**config.mk**
```make
export PLATFORM = sky130hd
export DESIGN_NAME = regfile_rename_flat
export DESIGN_NICKNAME = d
export VERILOG_FILES = /design/src/rtl/regfile_rename_if.sv /design/src/rtl/regfile_rename.sv /design/src/flat_wrapper.sv
export SDC_FILE = /design/constraint.sdc
export NUM_CORES = 2
export LEC_CHECK = 0
export ABC_AREA = 1
export ABC_CLOCK_PERIOD_IN_PS = 57400
export CAP_MARGIN = 10
export CORE_MARGIN = 3
export CORE_UTILIZATION = 50
export CTS_BUF_LIST = sky130_fd_sc_hd__clkbuf_16
export DETAILED_ROUTE_END_ITERATION = 6
export DONT_BUFFER_PORTS = 1
export GPL_ROUTABILITY_DRIVEN = 0
export PLACE_DENSITY = 0.65
export RECOVER_POWER = 100
export SYNTH_ARGS = -nofsm -noshare
export SYNTH_HDL_FRONTEND = slang
export SYNTH_SLANG_ARGS = --single-unit
```
**constraint.sdc**
```tcl
create_clock -name clk -period 57.4 [get_ports clk]
set_clock_uncertainty 0.2 [all_clocks]
set_input_delay 11.48 -clock clk [delete_from_list [all_inputs] [get_ports clk]]
set_output_delay 11.48 -clock clk [all_outputs]
set_load 0.02 [all_outputs]
```
**src/rtl/regfile_rename_if.sv**
```systemverilog
// Bus between the issue/commit/dispatch logic and the renamed register file.
// The master side drives rename, commit and read requests; the slave side
// is the register file, which returns the per-port read results.
interface regfile_rename_if #(
  parameter int XLEN   = 32,
  parameter int REG_AW = 5,
  parameter int TAG_W  = 4,
  parameter int NRD    = 2
);
  logic                  rdy;
  logic                  flush;
  logic                  rename_valid;
  logic [REG_AW-1:0]     rename_addr;
  logic [TAG_W-1:0]      rename_tag;
  logic                  commit_valid;
  logic [REG_AW-1:0]     commit_addr;
  logic [TAG_W-1:0]      commit_tag;
  logic [XLEN-1:0]       commit_data;
  logic [NRD-1:0]        rd_en;
  logic [NRD*REG_AW-1:0] rd_addr;
  logic [NRD-1:0]        rd_valid;
  logic [NRD-1:0]        rd_busy;
  logic [NRD*TAG_W-1:0]  rd_tag;
  logic [NRD*XLEN-1:0]   rd_data;

  modport master (
    output rdy, flush,
    output rename_valid, rename_addr, rename_tag,
    output commit_valid, commit_addr, commit_tag, commit_data,
    output rd_en, rd_addr,
    input  rd_valid, rd_busy, rd_tag, rd_data
  );

  modport slave (
    input  rdy, flush,
    input  rename_valid, rename_addr, rename_tag,
    input  commit_valid, commit_addr, commit_tag, commit_data,
    input  rd_en, rd_addr,
    output rd_valid, rd_busy, rd_tag, rd_data
  );
endinterface

```
**src/rtl/regfile_rename.sv**
```systemverilog
// Architectural register file with per-register rename tags and busy bits.
// Issue renames a destination to a ROB tag; commit writes the value and
// clears busy only when the committing tag is still the latest rename.
// Read ports are combinational and bypass a matching same-cycle commit.
module regfile_rename #(
  parameter int XLEN   = 32,
  parameter int REG_AW = 5,
  parameter int TAG_W  = 4,
  parameter int NRD    = 2
) (
  input logic             clk,
  input logic             rst,
  regfile_rename_if.slave bus
);
  localparam int NREG = 2 ** REG_AW;

  logic [XLEN-1:0]  regs [NREG];
  logic [TAG_W-1:0] tags [NREG];
  logic [NREG-1:0]  busy;

  // Commit then rename/flush; later assignments to busy win, so a rename or
  // flush overrides a commit to the same register in the same cycle.
  always_ff @(posedge clk or posedge rst) begin
    if (rst) begin
      for (int r = 0; r < NREG; r++) begin
        regs[r] <= '0;
        tags[r] <= '0;
      end
      busy <= '0;
    end else if (bus.rdy) begin
      if (bus.commit_valid && bus.commit_addr != '0) begin
        regs[bus.commit_addr] <= bus.commit_data;
        if (busy[bus.commit_addr] && tags[bus.commit_addr] == bus.commit_tag)
          busy[bus.commit_addr] <= 1'b0;
      end
      if (bus.flush) begin
        busy <= '0;
      end else if (bus.rename_valid && bus.rename_addr != '0) begin
        busy[bus.rename_addr] <= 1'b1;
        tags[bus.rename_addr] <= bus.rename_tag;
      end
    end
  end

  // Per-port read resolution on pre-edge state, forced to zero during reset.
  always_comb begin
    logic [REG_AW-1:0] addr;
    addr         = '0;
    bus.rd_valid = '0;
    bus.rd_busy  = '0;
    bus.rd_tag   = '0;
    bus.rd_data  = '0;
    if (!rst) begin
      for (int i = 0; i < NRD; i++) begin
        addr = bus.rd_addr[i*REG_AW +: REG_AW];
        if (bus.rd_en[i]) begin
          bus.rd_valid[i] = 1'b1;
          if (addr == '0) begin
            bus.rd_data[i*XLEN +: XLEN] = '0;
          end else if (busy[addr] && bus.commit_valid &&
                       bus.commit_addr == addr && bus.commit_tag == tags[addr]) begin
            bus.rd_data[i*XLEN +: XLEN] = bus.commit_data;
          end else begin
            bus.rd_busy[i]               = busy[addr];
            bus.rd_tag[i*TAG_W +: TAG_W] = tags[addr];
            bus.rd_data[i*XLEN +: XLEN]  = regs[addr];
          end
        end
      end
    end
  end
endmodule
```
**src/flat_wrapper.sv**
```systemverilog
// flat-port wrapper written by rule: the top's interface ports become plain ports
module regfile_rename_flat 
#(
  parameter int XLEN   = 32,
  parameter int REG_AW = 5,
  parameter int TAG_W  = 4,
  parameter int NRD    = 2
)
  (clk, rst, bus_rdy, bus_flush, bus_rename_valid, bus_rename_addr, bus_rename_tag, bus_commit_valid, bus_commit_addr, bus_commit_tag, bus_commit_data, bus_rd_en, bus_rd_addr, bus_rd_valid, bus_rd_busy, bus_rd_tag, bus_rd_data);
  regfile_rename_if #(.XLEN(XLEN), .REG_AW(REG_AW), .TAG_W(TAG_W), .NRD(NRD)) bus_i ();
  input logic clk;
  input logic rst;
  input wire logic [$bits(bus_i.rdy)-1:0] bus_rdy;
  input wire logic [$bits(bus_i.flush)-1:0] bus_flush;
  input wire logic [$bits(bus_i.rename_valid)-1:0] bus_rename_valid;
  input wire logic [$bits(bus_i.rename_addr)-1:0] bus_rename_addr;
  input wire logic [$bits(bus_i.rename_tag)-1:0] bus_rename_tag;
  input wire logic [$bits(bus_i.commit_valid)-1:0] bus_commit_valid;
  input wire logic [$bits(bus_i.commit_addr)-1:0] bus_commit_addr;
  input wire logic [$bits(bus_i.commit_tag)-1:0] bus_commit_tag;
  input wire logic [$bits(bus_i.commit_data)-1:0] bus_commit_data;
  input wire logic [$bits(bus_i.rd_en)-1:0] bus_rd_en;
  input wire logic [$bits(bus_i.rd_addr)-1:0] bus_rd_addr;
  output wire logic [$bits(bus_i.rd_valid)-1:0] bus_rd_valid;
  output wire logic [$bits(bus_i.rd_busy)-1:0] bus_rd_busy;
  output wire logic [$bits(bus_i.rd_tag)-1:0] bus_rd_tag;
  output wire logic [$bits(bus_i.rd_data)-1:0] bus_rd_data;
  assign bus_i.rdy = bus_rdy;
  assign bus_i.flush = bus_flush;
  assign bus_i.rename_valid = bus_rename_valid;
  assign bus_i.rename_addr = bus_rename_addr;
  assign bus_i.rename_tag = bus_rename_tag;
  assign bus_i.commit_valid = bus_commit_valid;
  assign bus_i.commit_addr = bus_commit_addr;
  assign bus_i.commit_tag = bus_commit_tag;
  assign bus_i.commit_data = bus_commit_data;
  assign bus_i.rd_en = bus_rd_en;
  assign bus_i.rd_addr = bus_rd_addr;
  assign bus_rd_valid = bus_i.rd_valid;
  assign bus_rd_busy = bus_i.rd_busy;
  assign bus_rd_tag = bus_i.rd_tag;
  assign bus_rd_data = bus_i.rd_data;
  regfile_rename #(.XLEN(XLEN), .REG_AW(REG_AW), .TAG_W(TAG_W), .NRD(NRD)) u_core (.clk(clk), .rst(rst), .bus(bus_i));
endmodule
```
==> results.py <==
metrics = {
    "status": {
        "status": "finished with violations",
        "failed_checks": "design-rule violations, max-capacitance violations, max-slew violations",
    },
    "die": {
        "fp.coreArea_um2": 134000,
        "die-area_um2": 140000,
        "row_count": 134,
        "die_w_um": 375,
        "start_util_pct": 50.6,
        "ios": 144,
        "die_h_um": 375,
    },
    "logic_synthesis": {
        "synth_top_area_share_pct": 43.6,
        "syn-num-nets": 9868,
        "synthTopCellsByArea": "dfrtp_1 (44%), nand2_1 (18%), o21ai_0 (12%)",
        "ys_seq_area_share_pct": 43.6,
        "syn_area_per_cell_um2": 6.94,
        "ys_ff_latch": 1184,
        "ys_warn_count": 0,
        "synth_top_area_cell": "dfrtp_1",
        "netlist_instances": 9800,
        "synth_area_um2": 68000,
        "ys_types": 34,
    },
    "global_route": {
        "grt-ovfl-total": 0,
        "track_usage_pct": 37.3,
        "grt_start_max_net_pins": 810,
        "grt_pass1_vias": 63870,
        "grt_pass1_wl_mm": 404,
        "antenna_found_initial": 8,
    },
    "clocking": {
        "clk_latency_ps": 780,
        "clockBufferDepth": 3,
        "cts_tree": "done",
        "cts_setup_buffers": 0,
        "ctsHoldBuffers": 0,
        "cts-htree-levels": 4,
        "cts_root_buf": "clkbuf_16",
        "cts.sinks": 1184,
        "clkTransAtPathRegs_ps": 60,
        "cts_resized": 0,
        "cts_buffers": 135,
    },
    "critical_path": {
        "r2r_slack_ps": 53960,
        "arrival_ps": 22610,
        "ff2ff_path_depth": 14,
        "timing.critical_path.to_type": "primary output",
        "critPathMaxFanout": 807,
        "critPathRequiredTime_ps": 45720,
        "r2r-end": "u_core.busy[9]$_DFFE_PP0P_",
        "path_class": "in2out",
        "r2r-start": "u_core.tags[126]$_DFFE_PP0P_",
        "startpoint_type": "primary input",
    },
    "pwr": {
        "switching_power_mw": 0.657,
        "finalPower_mw": 2.18,
        "p_sw_share_pct": 30.1,
        "leakage_nw": 31.1,
        "powerDensity_nw_per_um2": 30.7,
        "power_frac_seq_pct": 46.5,
        "clkPwrFrac_pct": 38.5,
        "ir_worst_vdd_mv": 0.0315,
        "power_frac_comb_pct": 15.0,
        "intPower_mw": 1.52,
    },
    "layout": {
        "nFillCells": 13206,
        "ff_latch_area_um2": 29600,
        "multiInputGateArea_um2": 33000,
        "layout.nets": 9189,
        "drive_above_1_share_pct": 2.86,
        "area.growth.synth_to_final_pct": 4.51,
    },
    "drt": {
        "drtAntennaViolNets": 0,
        "drc": 34,
        "wl_mm": 267,
        "dr.pass1.iters": 7,
        "num_vias": 69801,
        "wl_per_cell_um": 24.3,
        "viasPerCell": 6.35,
        "drtIter0Drc": 10540,
    },
    "hold_path": {
        "whs_path_depth": 0,
        "holdPathEnd": "u_core.regs[1018]$_DFFE_PP0P_",
        "holdCritStartpoint": "u_core.regs[1018]$_DFFE_PP0P_",
        "hp-class": "reg2reg",
    },
    "sta": {
        "finalSetupTns_ps": 0,
        "hold_viol_final": 0,
        "max_freq_mhz": 29.2,
        "timing.final.max_slew_violations": 4382,
        "period_needed_ps": 34290,
        "fin_crit_sh_pct": 59.7,
        "rsz0062_at_grt": "false",
        "finalSetupViolCount": 0,
        "worstMarginPinSlew_ps": 9120,
        "slew_headroom_pct": -508,
    },
    "placement": {
        "port_buffers": 0,
        "place_hpwl_mm": 132,
    },
    "job": {
        "drv_cap": 53,
    },
}
[how the worst max path moves through the flow]
stage / start / endpoint / slack, ps / cells after the start
after floorplan: rst / u_core.busy[0]$_DFFE_PP0P_ / 12370 / 1
after global placement: bus_rd_addr[1] / bus_rd_data[16] / 30070 / 12
after detailed placement: bus_rd_addr[1] / bus_rd_data[16] / 30020 / 12
after CTS: bus_rd_addr[1] / bus_rd_data[16] / 30020 / 12
after global routing: rst / u_core.regs[581]$_DFFE_PP0P_ / 19680 / 5
final: bus_rd_addr[5] / bus_rd_data[32] / 23110 / 11
[power by group through the flow]
stage	Sequential, mW	Clock, mW	Combinational (mW)
6_report	1.02	0.840	0.326
5_1_grt	1.03	0.880	0.372
4_1_cts	1.01	0.845	0.321
3_5_place_dp	1.02	0	0.320
3_3_place_gp	1.02	0	0.313
2_1_floorplan	1.01	0	0.270
[per-stage QoR]
step                std cells  hold slack, ps  util [%]  instance area, µm²  worst slack, ps
finish                  10993             178      52.9               71100            23110
global placement        10750             165      50.1               67200            30070
CTS                     10985             178      53.1               71400            30020
floorplan                9800             229         -               68000            12370
detailed placement      10750             166      50.1               67200            30020
global route            10992             187      52.9               71100            19680
[critical path: stages]
cell and delay [ps]:
clkinvlp_2 4570, o21bai_1 1210, nand2_1 120, nand3_1 120, nand3_1 100, nand2_1 130
nand2_1 100, nor2_4 90, clkbuf_1 2710, a21oi_1 530, nor2_1 520
[layer usage]
metal  part of all wire (%)  up-vias  routed length, µm  GRT usage (%)
li1                       -    31209                  -              -
met1                     40    33034             106000           51.1
met2                     42     4684             112000           54.9
met3                     13      872              34600           9.23
met4                    5.5        2              14800           19.1
met5                 0.0022        -                  6              0
[cell usage after synthesis (all sizes together)]
master and count:
nand2 3185, o21bai 2, o311ai 63, buf 364, o211ai 1, o2111ai 2
o221ai 2, nor3 18, or2 1, nor4 1, clkbuf 537, o21a 2
dfrtp 1184, a22oi 18, inv 375, o21ai 1582, nand4 54, o22ai 2
nor2 209, a21oi 1115, a31oi 8, nand3 1074, mux2 1
[state kept, by name, summed over array words and instances, names as in the netlist]
name         flops
u_core.busy     32
u_core.regs   1024
u_core.tags    128
[logic make-up (layout without fill, tap and decap cells)]
family	count (synthesis)	after routing	synth area share [%]
simple gates	4542	4542	27.3
flops	1184	1184	43.6
compound gates	2797	2797	21.1
buf+inv	1276	695	7.97
mux	1	1	0.0166
other cells	0	6	0
[cell type report]
type | instances | share of cell area, %
multi-input combinational | 7340 | 46.5
tap | 1768 | 3.11
clock buffer | 143 | 5.04
timing repair buffer | 85 | 0.833
inverter | 375 | 2.04
sequential | 1184 | 41.7
antenna | 6 | 0.0211
clock inverter | 92 | 0.789
[cell usage in the layout (no fill, tap or decap), drive strengths merged]
cell type  Yosys  routed
clkbuf       537     176
bufinv         0       7
o21ai       1582    1582
a31oi          8       8
inv          375     405
nand4         54      54
dfrtp       1184    1184
or2            1       1
o311ai        63      63
a21oi       1115    1115
o2111ai        2       2
nor4           1       1
o21bai         2       2
nor3          18      18
clkinvlp       0       4
o21a           2       2
mux2           1       1
o221ai         2       2
o22ai          2       2
nand3       1074    1074
diode          0       6
o211ai         1       1
nand2       3185    3185
clkinv         0      51
nor2         209     209
buf          364      52
a22oi         18      18
No activity file was read; power rests on OpenSTA's default activity.
